$ cat src/rtl/alu_control_unit.sv
// Sequencer for the A/Q/M ALU datapath: single-cycle ops, Booth radix-2 multiply and
// restoring divide. One-hot state register; the control word is decoded from state.
module alu_control_unit #(
   parameter int unsigned WIDTH = 16,
   parameter int unsigned CNT_W = 5
) (
   input  logic             i_clk,
   input  logic             i_rst,
   input  logic             i_start,
   input  logic [3:0]       i_op,
   input  logic             i_q0,
   input  logic             i_q_m1,
   input  logic             i_a_msb,
   input  logic             i_m_zero,
   output logic [8:0]       o_c,
   output logic             o_busy,
   output logic             o_ack,
   output logic             o_err,
   output logic [CNT_W-1:0] o_cnt
);

   typedef enum logic [10:0] {
      StIdle   = 11'b000_0000_0001,
      StLoad   = 11'b000_0000_0010,
      StArith  = 11'b000_0000_0100,
      StMtest  = 11'b000_0000_1000,
      StMshift = 11'b000_0001_0000,
      StDchk   = 11'b000_0010_0000,
      StDshift = 11'b000_0100_0000,
      StDsub   = 11'b000_1000_0000,
      StDtest  = 11'b001_0000_0000,
      StOut    = 11'b010_0000_0000,
      StDone   = 11'b100_0000_0000
   } state_e;

   localparam int unsigned CLoad  = 0;
   localparam int unsigned CAdd   = 1;
   localparam int unsigned CSub   = 2;
   localparam int unsigned CLogic = 3;
   localparam int unsigned CAshr  = 4;
   localparam int unsigned CShl   = 5;
   localparam int unsigned CSetq0 = 6;
   localparam int unsigned COutLo = 7;
   localparam int unsigned COutHi = 8;

   state_e           r_state;
   state_e           w_state_d;
   logic [3:0]       r_op;
   logic [CNT_W-1:0] r_cnt;
   logic [CNT_W-1:0] w_cnt_d;
   logic [CNT_W-1:0] w_cnt_inc;
   logic             r_err;
   logic             w_err_d;
   logic             w_last;
   logic             w_wide_op;

   assign w_cnt_inc = r_cnt + CNT_W'(1);
   assign w_last    = (w_cnt_inc == CNT_W'(WIDTH));
   assign w_wide_op = (r_op == 4'd6) || (r_op == 4'd7);

   always_ff @(posedge i_clk) begin
      if (i_rst) begin
         r_state <= StIdle;
         r_cnt   <= '0;
         r_op    <= '0;
         r_err   <= 1'b0;
      end else begin
         r_state <= w_state_d;
         r_cnt   <= w_cnt_d;
         r_err   <= w_err_d;
         if ((r_state == StIdle) && i_start) begin
            r_op <= i_op;
         end
      end
   end

   always_comb begin
      w_state_d = r_state;
      w_cnt_d   = r_cnt;
      w_err_d   = r_err;
      o_c       = '0;
      unique case (r_state)
         StIdle: begin
            w_err_d = 1'b0;
            if (i_start) w_state_d = StLoad;
         end
         StLoad: begin
            o_c[CLoad] = 1'b1;
            w_cnt_d    = '0;
            if (r_op[3]) begin
               w_err_d   = 1'b1;
               w_state_d = StDone;
            end else if (r_op == 4'd6) begin
               w_state_d = StMtest;
            end else if (r_op == 4'd7) begin
               w_state_d = StDchk;
            end else begin
               w_state_d = StArith;
            end
         end
         StArith: begin
            case (r_op)
               4'd0:    o_c[CAdd]   = 1'b1;
               4'd1:    o_c[CSub]   = 1'b1;
               default: o_c[CLogic] = 1'b1;
            endcase
            w_state_d = StOut;
         end
         // Booth pair decode: 10 subtracts M, 01 adds M, 00/11 only shift.
         StMtest: begin
            case ({i_q0, i_q_m1})
               2'b10:   o_c[CSub] = 1'b1;
               2'b01:   o_c[CAdd] = 1'b1;
               default: ;
            endcase
            w_state_d = StMshift;
         end
         StMshift: begin
            o_c[CAshr] = 1'b1;
            w_cnt_d    = w_cnt_inc;
            w_state_d  = w_last ? StOut : StMtest;
         end
         StDchk: begin
            if (i_m_zero) begin
               w_err_d   = 1'b1;
               w_state_d = StDone;
            end else begin
               w_state_d = StDshift;
            end
         end
         StDshift: begin
            o_c[CShl] = 1'b1;
            w_state_d = StDsub;
         end
         StDsub: begin
            o_c[CSub] = 1'b1;
            w_state_d = StDtest;
         end
         // Negative remainder means the trial subtract failed: restore A, leave Q[0]=0.
         StDtest: begin
            if (i_a_msb) o_c[CAdd] = 1'b1;
            else         o_c[CSetq0] = 1'b1;
            w_cnt_d   = w_cnt_inc;
            w_state_d = w_last ? StOut : StDshift;
         end
         StOut: begin
            o_c[COutLo] = 1'b1;
            o_c[COutHi] = w_wide_op;
            w_state_d   = StDone;
         end
         StDone: begin
            w_state_d = StIdle;
         end
         default: begin
            w_state_d = StIdle;
         end
      endcase
   end

   assign o_busy = (r_state != StIdle);
   assign o_ack  = (r_state == StDone);
   assign o_err  = o_ack & r_err;
   assign o_cnt  = r_cnt;

endmodule

$ cat config.mk
export PLATFORM = sky130hd
export DESIGN_NAME = alu_control_unit
export DESIGN_NICKNAME = d
export VERILOG_FILES = /design/src/rtl/alu_control_unit.sv
export SDC_FILE = /design/constraint.sdc
export NUM_CORES = 1
export LEC_CHECK = 0
export ABC_AREA = 1
export CORE_MARGIN = 2
export CORE_UTILIZATION = 45
export DETAILED_ROUTE_END_ITERATION = 10
export GPL_TIMING_DRIVEN = 0
export PLACE_DENSITY = 0.7
export SYNTH_ARGS = -nofsm -noshare
export SYNTH_HDL_FRONTEND = slang
export SYNTH_SLANG_ARGS = --single-unit
$ cat constraint.sdc
create_clock -name i_clk -period 4.8 [get_ports i_clk]
set_clock_uncertainty 0.2 [all_clocks]
set_input_delay 1.2 -clock i_clk [delete_from_list [all_inputs] [get_ports i_clk]]
set_output_delay 1.2 -clock i_clk [all_outputs]
set_load 0.02 [all_outputs]
==> out/qor.yml, run 1 <==
global_routing:
  gr-total-overflow: 0
  grt_max_degree: 12
  grt_pass1_vias: 1216
  track_usage_pct: 20.2
  antenna_found_initial: 0
  grt_pass1_wl_microns: 5060
synthesis:
  async_reset_ff_share_pct: 0
  syn_area_sq_um: 1200
  synth_ff_type: "dfxtp_1"
  syn_avg_cell_area_sq_um: 6.91
  ys_ff_latch: 21
  ys_warn_count: 0
  synth_nets: 185
  synth-edff-count: 0
  syn_inst: 173
  yosysSeqAreaShare_pct: 35.1
  synth.distinct_cells: 32
setup_path:
  cp_max_fo: 2
  end_kind: "output port"
  cp_data_arrival_time_ns: 2.64
  ff2ff_path_depth: 9
  startpoint_type: "input pin"
  cp.required_ns: 3.40
  worstSetupPathType: "in2out"
  r2r_setup_slack_ns: 3.11
  r2r_start: "r_state[4]$_SDFFE_PP0P_"
  worstReg2RegEnd: "r_state[7]$_SDFFE_PP0P_"
clock_network:
  cts_htree_levels: 1
  cts_buffer_depth: 2
  numCtsBuffers: 3
  root_buffer: "clkbuf_4"
  cts_tree: "done"
  worstSkewPairLatency_ns: 0.30
  hold_buffers: 0
  cts.sinks: 21
  cts_setup_buffers: 0
  cts.reportedPaths.clkPinSlew_ns: 0.12
  cts_resized: 0
floorplan:
  ioPinCount: 28
  core_area_sq_um: 2500
  start_util_pct: 47.8
  die_h_microns: 55.6
  die_x_microns: 55.6
  die_area_sq_um: 3090
  num_rows: 18
drt:
  vias_per_cell: 5.00
  wl_microns: 2860
  ant_nets: 0
  drt-initial-drc-count: 39
  drt_first_pass_iters: 4
  drc_errors: 0
  vias: 1170
  wire_per_inst_microns: 12.2
final_layout:
  syn_to_final_growth_pct: 27.9
  insertedDiodeCount: 0
  design_area_sq_um: 1530
  drive_gt1_share_pct: 13.7
  nets: 217
  fill_cells: 246
sta:
  setup_tns_ns: 0
  final_max_slew_viol_count: 0
  rsz0062_at_grt: "no"
  tightest_slew_ns: 0.504
  slew_headroom_pct: 66.4
  hold_viol: 0
  finalWorstSetupSlack_ns: 0.757
  min_period_ns: 4.04
  finalHoldWorstSlack_ns: 0.280
  timing.fmax_ghz: 0.247
  fin_crit_sh_pct: 84.2
  finalSetupViolCount: 0
placement:
  portBuffers: 27
  hpwl_microns: 2290
  dp_worst_setup_slack_ns: 0.748
  placed_area_sq_um: 1500
  gp_congestion: 0.856
outcome:
  status: "completed"
min_path:
  hold_start: "r_err$_SDFFE_PP0P_"
  hold_path_class: "reg2reg"
  worst_hold_path.num_cells: 2
  hold_path_end: "r_err$_SDFFE_PP0P_"
power_and_ir_drop:
  p_leak_nw: 0.668
  net-switching-power_uw: 104
  seq_power_share_pct: 54.0
  internal_power_uw: 241
  powerDensity_nw_per_um2: 225
  clockPowerShare_pct: 25.5
  peakVddDrop_mv: 0.133
  p_total_uw: 345
  p_sw_share_pct: 30.2
  comb_power_share_pct: 20.4
flow_run:
  maxCapViolCount: 0
==> routing by layer <==
metal / GRT usage, % / wire (microns) / vias to the layer above
met1: 25.8 / 1340 / 518
met4: 10.1 / 72 / 0
li1: - / - / 613
met5: 0 / 0 / -
met2: 32.8 / 1320 / 31
met3: 3.28 / 138 / 8
==> cell type report <==
class / count / area, sq um / area share, %
multi-input combinational: 123 / 662 / 43.3
sequential: 21 / 420 / 27.5
timing repair buffer: 27 / 270 / 17.7
inverter: 28 / 110 / 7.20
tap: 30 / 37.5 / 2.45
clock buffer: 4 / 26.3 / 1.72
buffer: 1 / 3.75 / 0.245
==> sequential cells by signal (all words and copies together) (netlist names) <==
name	count
r_state	11
r_op	4
o_cnt	5
r_err	1
==> worst max-delay path by stage <==
stage                 from     end  slack (ns)  depth (start not counted)
floorplan           i_q_m1  o_c[1]        1.55                          2
global placement    i_q_m1  o_c[1]        0.73                          4
detailed placement  i_q_m1  o_c[1]        0.75                          4
CTS                 i_q_m1  o_c[1]        0.75                          4
global route        i_q_m1  o_c[1]        0.71                          4
finish              i_q_m1  o_c[1]        0.76                          4
==> Yosys cell counts, types with 2 or more instances <==
cell type	number	share of area [%]
o21ai_0	7	2.9
nor2_2	6	3.1
nand2_4	2	1.9
o21ai_2	2	1.5
nand3_2	2	1.7
nand4_1	2	1.0
dfxtp_1	21	35
nand2_2	7	3.7
nand3_1	10	4.2
a21oi_1	13	5.4
nor3_1	6	2.5
inv_1	26	8.2
nand2_1	32	10
nor2_1	19	6.0
==> critical path, stage by stage <==
cell and delay, ns:
clkdlybuf4s50_1 0.45, inv_1 0.05, o311ai_1 0.28, clkdlybuf4s50_1 0.66
==> cells in the final DEF (no fill, tap or decap), types with 2 or more instances in the layout <==
cell and instances:
nor3_1 6, nor2_2 6, nand2_1 32, nor2_1 19, nand2_2 7, nand3_1 10, clkbuf_1 2, o21ai_0 7
clkbuf_4 3, a21oi_1 13, nand3_2 2, o21ai_2 2, inv_1 26, nand2_4 2, nand4_1 2, clkdlybuf4s50_1 27
dfxtp_1 21
==> per-stage QoR <==
step	cells	utilization [%]
after floorplan	173	-
after global placement	230	60.2
after detailed placement	230	60.2
after CTS	234	61.2
after global routing	234	61.2
final	234	61.2
==> cells by family after synthesis <==
| family | after synthesis | share of synthesized area [%] |
|---|---|---|
| adder cells (fa/ha/maj) | 1 | 1.05 |
| AND/OR/NAND/NOR | 93 | 39.5 |
| XOR/XNOR | 2 | 1.46 |
| AO/OA/AOI/OAI | 27 | 13.3 |
| flip-flops | 21 | 35.1 |
| buffers and inverters | 29 | 9.52 |
==> power groups by stage <==
stage          Sequential [mW]  Combinational [mW]  Clock (mW)
2_1_floorplan            0.189              0.0463           0
3_3_place_gp             0.190              0.0682           0
3_5_place_dp             0.190              0.0703           0
4_1_cts                  0.186              0.0706      0.0909
5_1_grt                  0.188              0.0779      0.0961
6_report                 0.186              0.0705      0.0881
Power figures use the tool's default switching activity.
==> run 2, diff against run 1 <==
==> constraint.sdc (replaced) <==
create_clock -name i_clk -period 3.93 [get_ports i_clk]
set_clock_uncertainty 0.2 [all_clocks]
set_input_delay 0.9825 -clock i_clk [delete_from_list [all_inputs] [get_ports i_clk]]
set_output_delay 0.9825 -clock i_clk [all_outputs]
set_load 0.02 [all_outputs]
==> results of run 2 <==
The final DEF is identical to that of run 1. Status: completed.
Among the figures that moved: setup slack after placement 0.748 ns -> 0.313 ns; setup slack after layout 0.757 ns -> 0.322 ns; register-to-register setup slack 3.11 ns -> 2.24 ns; total power 0.345 mW -> 0.421 mW; worst IR drop on VDD 0.133 mV -> 0.162 mV
==> run 3, diff against run 2 <==
--- a/config.mk
+++ b/config.mk
@@ -6,7 +6,9 @@
 export NUM_CORES = 1
 export LEC_CHECK = 0
 export ABC_AREA = 1
-export CORE_MARGIN = 2
+export ABC_CLOCK_PERIOD_IN_PS = 3930
+export CAP_MARGIN = 20
+export CORE_MARGIN = 4
 export CORE_UTILIZATION = 45
 export DETAILED_ROUTE_END_ITERATION = 10
 export GPL_TIMING_DRIVEN = 0
==> out/qor.yml, run 3 (synthesis gave the netlist of run 1 again) <==
outcome:
  status: "completed"
setup_path:
  r2r_start: "r_state[7]$_SDFFE_PP0P_"
  worstSetupPathType: "in2out"
  ff2ff_path_depth: 9
  cp_data_arrival_time_ns: 2.47
  end_kind: "output port"
  worstReg2RegEnd: "r_state[7]$_SDFFE_PP0P_"
  r2r_setup_slack_ns: 2.25
  cp_max_fo: 2
  startpoint_type: "input pin"
  cp.required_ns: 2.75
final_layout:
  seqCellArea_sq_um: 420
  syn_to_final_growth_pct: 27.9
  fill_cells: 237
  post-route-util_pct: 61.2
  nets: 217
  multi_input_area_sq_um: 662
  insertedDiodeCount: 0
  layout_commonest_cell: "nand2_1"
  mostFrequentLayoutCells: "nand2_1 (32), clkdlybuf4s50_1 (27), inv_1 (26), dfxtp_1 (21), nor2_1 (19)"
  largest_register_ffs: 11
  top_register: "r_state"
  drive_gt1_share_pct: 13.7
placement:
  hpwl_microns: 2310
  gp_congestion: 0.806
  portBuffers: 27
sta:
  fin_crit_sh_pct: 92.9
  setup_tns_ns: 0
  hold_viol: 0
  slew_headroom_pct: 67.4
  timing.fmax_ghz: 0.274
  min_period_ns: 3.65
  finalSetupViolCount: 0
  final_max_slew_viol_count: 0
  tightest_slew_ns: 0.489
  rsz0062_at_grt: "no"
clock_network:
  cts.sinks: 21
  root_buffer: "clkbuf_4"
  cts_setup_buffers: 0
  cts_tree: "done"
  numCtsBuffers: 3
  worstSkewPairLatency_ns: 0.30
  cts_buffer_depth: 2
  cts_htree_levels: 1
  cts_resized: 0
  hold_buffers: 0
  cts.reportedPaths.clkPinSlew_ns: 0.12
floorplan:
  start_util_pct: 47.8
  die_x_microns: 59.6
  ioPinCount: 28
  die_h_microns: 59.6
  core_area_sq_um: 2500
  die_area_sq_um: 3550
  num_rows: 18
global_routing:
  gr-total-overflow: 0
  track_usage_pct: 17.2
  grt_pass1_vias: 1129
  antenna_found_initial: 0
  grt_max_degree: 12
  grt_pass1_wl_microns: 4620
drt:
  drt-initial-drc-count: 34
  drc_errors: 0
  vias: 1154
  wl_microns: 2880
  vias_per_cell: 4.93
  ant_nets: 0
  wire_per_inst_microns: 12.3
  drt_first_pass_iters: 4
flow_run:
  maxCapViolCount: 0
power_and_ir_drop:
  powerDensity_nw_per_um2: 275
  peakVddDrop_mv: 0.184
  p_leak_nw: 0.668
min_path:
  hold_path_end: "r_err$_SDFFE_PP0P_"
  hold_path_class: "reg2reg"
  worst_hold_path.num_cells: 2
  hold_start: "r_err$_SDFFE_PP0P_"
-- run 3: how the worst max path moves through the flow --
stage                start  cells past startpoint  slack (ns)  endpoint
floorplan           i_q_m1                      2        1.12    o_c[1]
CTS                 i_q_m1                      4        0.28    o_c[1]
finish              i_q_m1                      4        0.28    o_c[1]
detailed placement  i_q_m1                      4        0.28    o_c[1]
global route        i_q_m1                      4        0.21    o_c[1]
global placement    i_q_m1                      4        0.29    o_c[1]
-- run 3: area by class of cell --
class / count / share of cell area [%]
multi-input combinational: 123 / 43.3
sequential: 21 / 27.5
timing repair buffer: 27 / 17.7
inverter: 28 / 7.20
tap: 30 / 2.45
clock buffer: 4 / 1.72
buffer: 1 / 0.245
-- run 3: report_power, final --
group	internal, mW	leakage (nW)	switching (mW)
clock network	0.0396	0.0150	0.0681
registers	0.222	0.171	0.00602
logic	0.0331	0.482	0.0522
-- run 3: through the flow --
step	setup WS, ns	cell area [sq um]	total power [mW]	instances	hold slack [ns]
after floorplan	1.12	1200	0.288	173	0.243
after global placement	0.292	1500	0.315	230	0.255
after detailed placement	0.282	1500	0.318	230	0.258
after CTS	0.282	1530	0.424	234	0.277
after global routing	0.215	1530	0.444	234	0.294
final	0.280	1530	0.420	234	0.276
-- run 3: worst max-delay path, cell delays in order --
cell and delay (ns):
clkdlybuf4s50_1 0.45, inv_1 0.05, o311ai_1 0.30, clkdlybuf4s50_1 0.68
-- run 3: layer usage --
layer	part of all wire, %	vias up	global-route usage [%]
li1	-	617	-
met1	47	508	22.8
met2	48	24	29.0
met3	3.6	5	1.96
met4	1.3	0	5.06
met5	0	-	0
